<file path="config.mk">
export PLATFORM = sky130hd
export DESIGN_NAME = reg_file_sb
export DESIGN_NICKNAME = d
export VERILOG_FILES = /design/src/rtl/reg_file_pkg.sv /design/src/rtl/reg_scoreboard.sv /design/src/rtl/reg_file_sb.sv
export SDC_FILE = /design/constraint.sdc
export NUM_CORES = 1
export LEC_CHECK = 0
export BUFFER_PORTS_ARGS = -buffer_cell sky130_fd_sc_hd__buf_2
export CAP_MARGIN = 20
export CORE_ASPECT_RATIO = 1.5
export CORE_MARGIN = 5
export CORE_UTILIZATION = 57
export DETAILED_ROUTE_END_ITERATION = 10
export PLACE_DENSITY_LB_ADDON = 0.3
export SETUP_SLACK_MARGIN = 0.2
export SLEW_MARGIN = 20
export SYNTH_ARGS = -nofsm -noshare
export SYNTH_HDL_FRONTEND = slang
export SYNTH_SLANG_ARGS = --single-unit
</file>
<file path="constraint.sdc">
create_clock -name clk -period 3.3 [get_ports clk]
set_input_delay 0.33 -clock clk [delete_from_list [all_inputs] [get_ports clk]]
set_output_delay 0.33 -clock clk [all_outputs]
set_load 0.05 [all_outputs]
</file>
<file path="src/rtl/reg_file_pkg.sv">
// reg_file_pkg: shared defaults and state encoding for the register file with scoreboard.
package reg_file_pkg;
    localparam int DATA_W_DEF   = 32;
    localparam int ADDR_W_DEF   = 5;
    localparam int ZERO_REG_DEF = 31;
    typedef enum logic {
        RF_INIT,
        RF_RUN
    } rf_state_t;
endpackage

</file>
<file path="src/rtl/reg_scoreboard.sv">
// reg_scoreboard: one pending bit per register; a claim beats a same-cycle clear.
// Lookups hide a pending bit that is being retired this cycle when bypass is enabled.
module reg_scoreboard
    import reg_file_pkg::*;
#(
    parameter int ADDR_W = ADDR_W_DEF,
    parameter int BYPASS = 1
) (
    input  logic              clk,
    input  logic              reset,
    input  logic              set_en,
    input  logic [ADDR_W-1:0] set_add,
    input  logic              clr_en,
    input  logic [ADDR_W-1:0] clr_add,
    input  logic [ADDR_W-1:0] rs_add,
    input  logic [ADDR_W-1:0] rt_add,
    output logic              rs_pending,
    output logic              rt_pending
);
    localparam int NREG = 2 ** ADDR_W;

    logic [NREG-1:0] bits;
    logic            rs_fwd, rt_fwd;

    // set is applied last so a claim overrides a retiring write to the same entry
    always_ff @(posedge clk) begin
        if (reset) begin
            bits <= '0;
        end else begin
            if (clr_en) bits[clr_add] <= 1'b0;
            if (set_en) bits[set_add] <= 1'b1;
        end
    end

    always_comb begin
        rs_fwd     = (BYPASS != 0) && clr_en && clr_add == rs_add && !(set_en && set_add == rs_add);
        rt_fwd     = (BYPASS != 0) && clr_en && clr_add == rt_add && !(set_en && set_add == rt_add);
        rs_pending = bits[rs_add] && !rs_fwd;
        rt_pending = bits[rt_add] && !rt_fwd;
    end
endmodule

</file>
<file path="src/rtl/reg_file_sb.sv">
// reg_file_sb: 2R/1W register file with hardwired-zero entry, write bypass and pending scoreboard.
// After reset every entry is cleared by a one-entry-per-cycle sweep reported on init_busy.
module reg_file_sb
    import reg_file_pkg::*;
#(
    parameter int DATA_W   = DATA_W_DEF,
    parameter int ADDR_W   = ADDR_W_DEF,
    parameter int ZERO_REG = ZERO_REG_DEF,
    parameter int BYPASS   = 1
) (
    input  logic              clk,
    input  logic              reset,
    output logic              init_busy,
    input  logic [ADDR_W-1:0] rs_add,
    output logic [DATA_W-1:0] rs_value,
    output logic              rs_pending,
    input  logic [ADDR_W-1:0] rt_add,
    output logic [DATA_W-1:0] rt_value,
    output logic              rt_pending,
    input  logic              write_enable,
    input  logic [ADDR_W-1:0] write_add,
    input  logic [DATA_W-1:0] write_data,
    input  logic              claim_en,
    input  logic [ADDR_W-1:0] claim_add
);
    localparam int              NREG = 2 ** ADDR_W;
    localparam logic [ADDR_W-1:0] ZA = ADDR_W'(ZERO_REG);

    rf_state_t         state, state_nxt;
    logic [ADDR_W-1:0] cnt;
    logic [DATA_W-1:0] mem [NREG];
    logic              run, wr_ok, cl_ok, rs_sb, rt_sb;

    always_ff @(posedge clk) begin
        state <= reset ? RF_INIT : state_nxt;
    end

    always_comb begin
        state_nxt = (state == RF_INIT && cnt == '1) ? RF_RUN : state;
    end

    always_comb begin
        init_busy = state == RF_INIT;
        run       = state == RF_RUN;
    end

    always_ff @(posedge clk) begin
        if (reset) cnt <= '0;
        else if (state == RF_INIT) cnt <= cnt + 1'b1;
    end

    assign wr_ok = run && write_enable && write_add != ZA;
    assign cl_ok = run && claim_en && claim_add != ZA;

    always_ff @(posedge clk) begin
        if (!reset && state == RF_INIT) mem[cnt] <= '0;
        else if (!reset && wr_ok) mem[write_add] <= write_data;
    end

    always_comb begin
        rs_value = (!run || rs_add == ZA) ? '0
                 : (BYPASS != 0 && wr_ok && write_add == rs_add) ? write_data : mem[rs_add];
        rt_value = (!run || rt_add == ZA) ? '0
                 : (BYPASS != 0 && wr_ok && write_add == rt_add) ? write_data : mem[rt_add];
        rs_pending = run && rs_sb;
        rt_pending = run && rt_sb;
    end

    reg_scoreboard #(
        .ADDR_W(ADDR_W),
        .BYPASS(BYPASS)
    ) u_sb (
        .clk       (clk),
        .reset     (reset),
        .set_en    (cl_ok),
        .set_add   (claim_add),
        .clr_en    (wr_ok),
        .clr_add   (write_add),
        .rs_add    (rs_add),
        .rt_add    (rt_add),
        .rs_pending(rs_sb),
        .rt_pending(rt_sb)
    );
endmodule

</file>
==> metrics.md <==
| Metric | Value |
|---|---|
| Clk pwr share | `0.406` |
| NetSw | `6.35 mW` |
| Seq/Total Area, Yosys | `0.619` |
| Final core utilization | `0.645` |
| CP Buf/Inv Count | `3` |
| CP delay by family, top | `buffers and inverters` |
| Gate power share | `0.076` |
| DRC violations left | `0` |
| Area Growth Syn to Fin | `12.5%` |
| Initial antenna violation count | `1` |
| Reg power frac | `0.518` |
| Total setup buffers inserted after CTS | `0` |
| Worst IR Drop VDD | `0.531 mV` |
| H-tree levels | `3` |
| Power Dens Cells | `495 nW/um^2` |
| Gr ovfl total | `0` |
| Crit-path max cell delay | `0.54 ns` |
| Die ar. | `95600 um^2` |
| Inserted Clock Buffers | `97` |
| First-pass GRT wire length | `231 mm` |
| XOR/XNOR share of the synthesized area | `0.00378` |
| Crit path cell chain | `buf_8, buf_4, mux4_2, a21oi_1, o21ai_0, a32o_1, buf_2` |
| Status | `finished clean` |
| Main flop type after synthesis | `edfxtp_1` |
| Core Box Area | `88900 um^2` |
| Minimum clock period | `3.05 ns` |
| Setup CP Type | `input pin to output pin` |
| Asr flop ratio synth | `0` |
| CTS tree | `done` |
| Filler Cells Inserted | `6032` |
| Hold Vio Cnt, Final | `0` |
| EDFF count, synth | `1024` |
| Net Sw Frac | `0.224` |
| DRT iter0 DRCs | `4045` |
| Worst-Margin Slew | `1.19 ns` |
| Clk Latency, worst-skew pair | `0.70 ns` |
| # setup viols final | `0` |
| Place WS | `0.292 ns` |
| RSZ-0062 raised after global routing | `false` |
| Slew Viols, Final | `0` |
| Period utilisation layout | `0.925` |
| DIE WIDTH | `254 um` |
| Wirelength per Cell | `36.7 um` |
| Number of vias in the routed layout | `32500` |
| Worst Path Max Fanout | `27` |
| Slowest cell on the critical path | `mux4_2` |
| Num rows | `134` |
| Hold WS | `0.0950 ns` |
| Post-Synth Adder-Cell Area | `0.000491` |
| P_int | `22.0 mW` |
| Max Cap Viol | `0` |
| Buffers on Ports | `122` |
| IO Count | `123` |
| GP Congestion | `0.884` |
| Min-delay worst type | `input pin to register` |
| CTS Buffer Depth | `3` |
| Vias in the first global route | `34300` |
| Syn nets | `3030` |
| Chip Height | `376 um` |
| Total GRT Usage | `0.333` |
| Leakage | `20.5 nW` |
| Max frequency | `328 MHz` |
| Root Buffer | `clkbuf_16` |
| DRT Pass-1 Iters | `8` |
| Total Neg Setup Slack | `0 ns` |
| Synthesized cell area | `50900 um^2` |
| Clock transition at path regs | `0.07 ns` |
| Clock skew | `0.0262 ns` |
| Largest net degree at the start of global routing | `69` |
| Main combinational cell family by area after synthesis | `multiplexers` |
| Initial Util | `0.573` |
| Register Area | `31500 um^2` |
| Crit start category | `input pin` |
| Layout net count | `3183` |
| Final HPWL DP | `96.5 mm` |
| Area of the multi-input gates | `18200 um^2` |
| WP data arrival | `2.72 ns` |
| Synth Instances | `2972` |
| Avg Cell Area, Syn | `17.1 um^2` |
| Drt total wl | `160 mm` |
| Post-synthesis compound-gate area fraction | `0.0817` |
| ANT nets after route | `0` |
| Share of layout cells above drive strength 1 | `0.266` |
| Commonest non-fill, non-tap cell in the layout | `edfxtp_1` |
| Post-synthesis mux area share | `0.240` |
| Post-Synth Simple-Gate Area | `0.0248` |
| Via/cell ratio | `7.45` |
| Yosys cell types | `50` |
| Slew margin rel. | `0.210` |
| CP required | `2.97 ns` |
| Final worst slack | `0.249 ns` |
| #FFs+latches synth | `1062` |
| CP endpoint kind | `output pin` |
| Most frequent cells in the layout | `edfxtp_1 (1024), mux2i_1 (453), mux4_2 (339)` |
| Clock Sinks | `1062` |
| Syn. warnings | `0` |
==> power by group through the flow <==
stage / clock (mW) / sequential (mW) / combinational, mW
3_5_place_dp: 0 / 15.0 / 2.11
3_3_place_gp: 0 / 15.0 / 2.07
4_1_cts: 11.6 / 14.7 / 2.12
6_report: 11.5 / 14.7 / 2.16
5_1_grt: 12.1 / 14.7 / 2.22
2_1_floorplan: 0 / 14.9 / 1.38
==> per-stage QoR <==
step | std cells | cell area, um^2 | total power [mW]
final | 4361 | 57300 | 28.3
after detailed placement | 4179 | 54000 | 17.1
after floorplan | 2972 | 50900 | 16.3
after global routing | 4360 | 57300 | 29.0
after CTS | 4359 | 57300 | 28.3
after global placement | 4178 | 54000 | 17.0
==> worst paths after layout <==
check / endpoint / start / slack, ns / depth (start not counted)
setup / recovery: rs_value[8] / rs_add[0] / 0.25 / 7
hold / removal: cnt[4] / reset / 0.1 / 3
setup reg to reg: mem[7][5] / run / 0.46 / 7
hold reg to reg: u_sb.bits[31] / u_sb.bits[31] / 0.50 / 1
==> synthesized netlist by cell type, types with 32 or more instances <==
library cell  number  share of area
a211oi_1          62         0.0091
a21oi_1           75         0.0074
a221o_1           62          0.012
a32o_1            64          0.013
and2_1            32         0.0039
buf_2             67         0.0066
buf_4             43         0.0063
buf_6             41         0.0091
clkbuf_1          90         0.0066
dfxtp_1           38          0.015
edfxtp_1        1024           0.60
mux2i_1          453          0.089
mux4_2           339           0.15
nor2_1            54         0.0040
nor2b_1           68         0.0084
o21ai_0          122          0.012
o21ai_1           38         0.0037
o221ai_1          64          0.011
o22ai_1           65         0.0080
==> what timing repair did <==
item | in CTS | in global routing
endpoints found under the hold margin | 1 | 0
hold buffers | 2 | 0
gates resized for setup | 0 | 1
endpoints found under the setup margin | 0 | 1
==> layer usage <==
| layer | track usage | part of all wire | up-vias |
|---|---|---|---|
| li1 | - | - | 12800 |
| met1 | 0.402 | 0.32 | 16600 |
| met2 | 0.542 | 0.49 | 2476 |
| met3 | 0.0820 | 0.11 | 632 |
| met4 | 0.208 | 0.076 | 2 |
| met5 | 0 | 0.000044 | - |
==> registers in the layout, indices dropped and copies added (netlist names) <==
register and count:
run 1, cnt 5, u_sb.bits 32, mem 1024
==> cell families (layout without fill, tap and decap cells) <==
| logic type | Yosys count | in the layout |
|---|---|---|
| other | 0 | 1 |
| XOR/XNOR | 22 | 22 |
| AND/OR/NAND/NOR | 238 | 238 |
| flip-flops | 1062 | 1062 |
| buffers and inverters | 263 | 495 |
| AO/OA/AOI/OAI | 588 | 588 |
| adder cells (fa/ha/maj) | 2 | 2 |
| multiplexers | 797 | 797 |
==> area by class of cell <==
type | count | area share
Clock buffer | 114 | 0.0453
Antenna cell | 1 | 0.0000437
Tap cell | 1156 | 0.0253
Multi-Input combinational cell | 1647 | 0.318
Sequential cell | 1062 | 0.550
Clock inverter | 64 | 0.0106
Timing Repair Buffer | 311 | 0.0503
Inverter | 6 | 0.000393
==> tightest hold or removal path: cells and delay by family <==
family                 cells  cell delay [ns]
buffers and inverters      2             0.31
AND/OR/NAND/NOR            1             0.11
No activity file was read; power rests on OpenSTA's default activity.
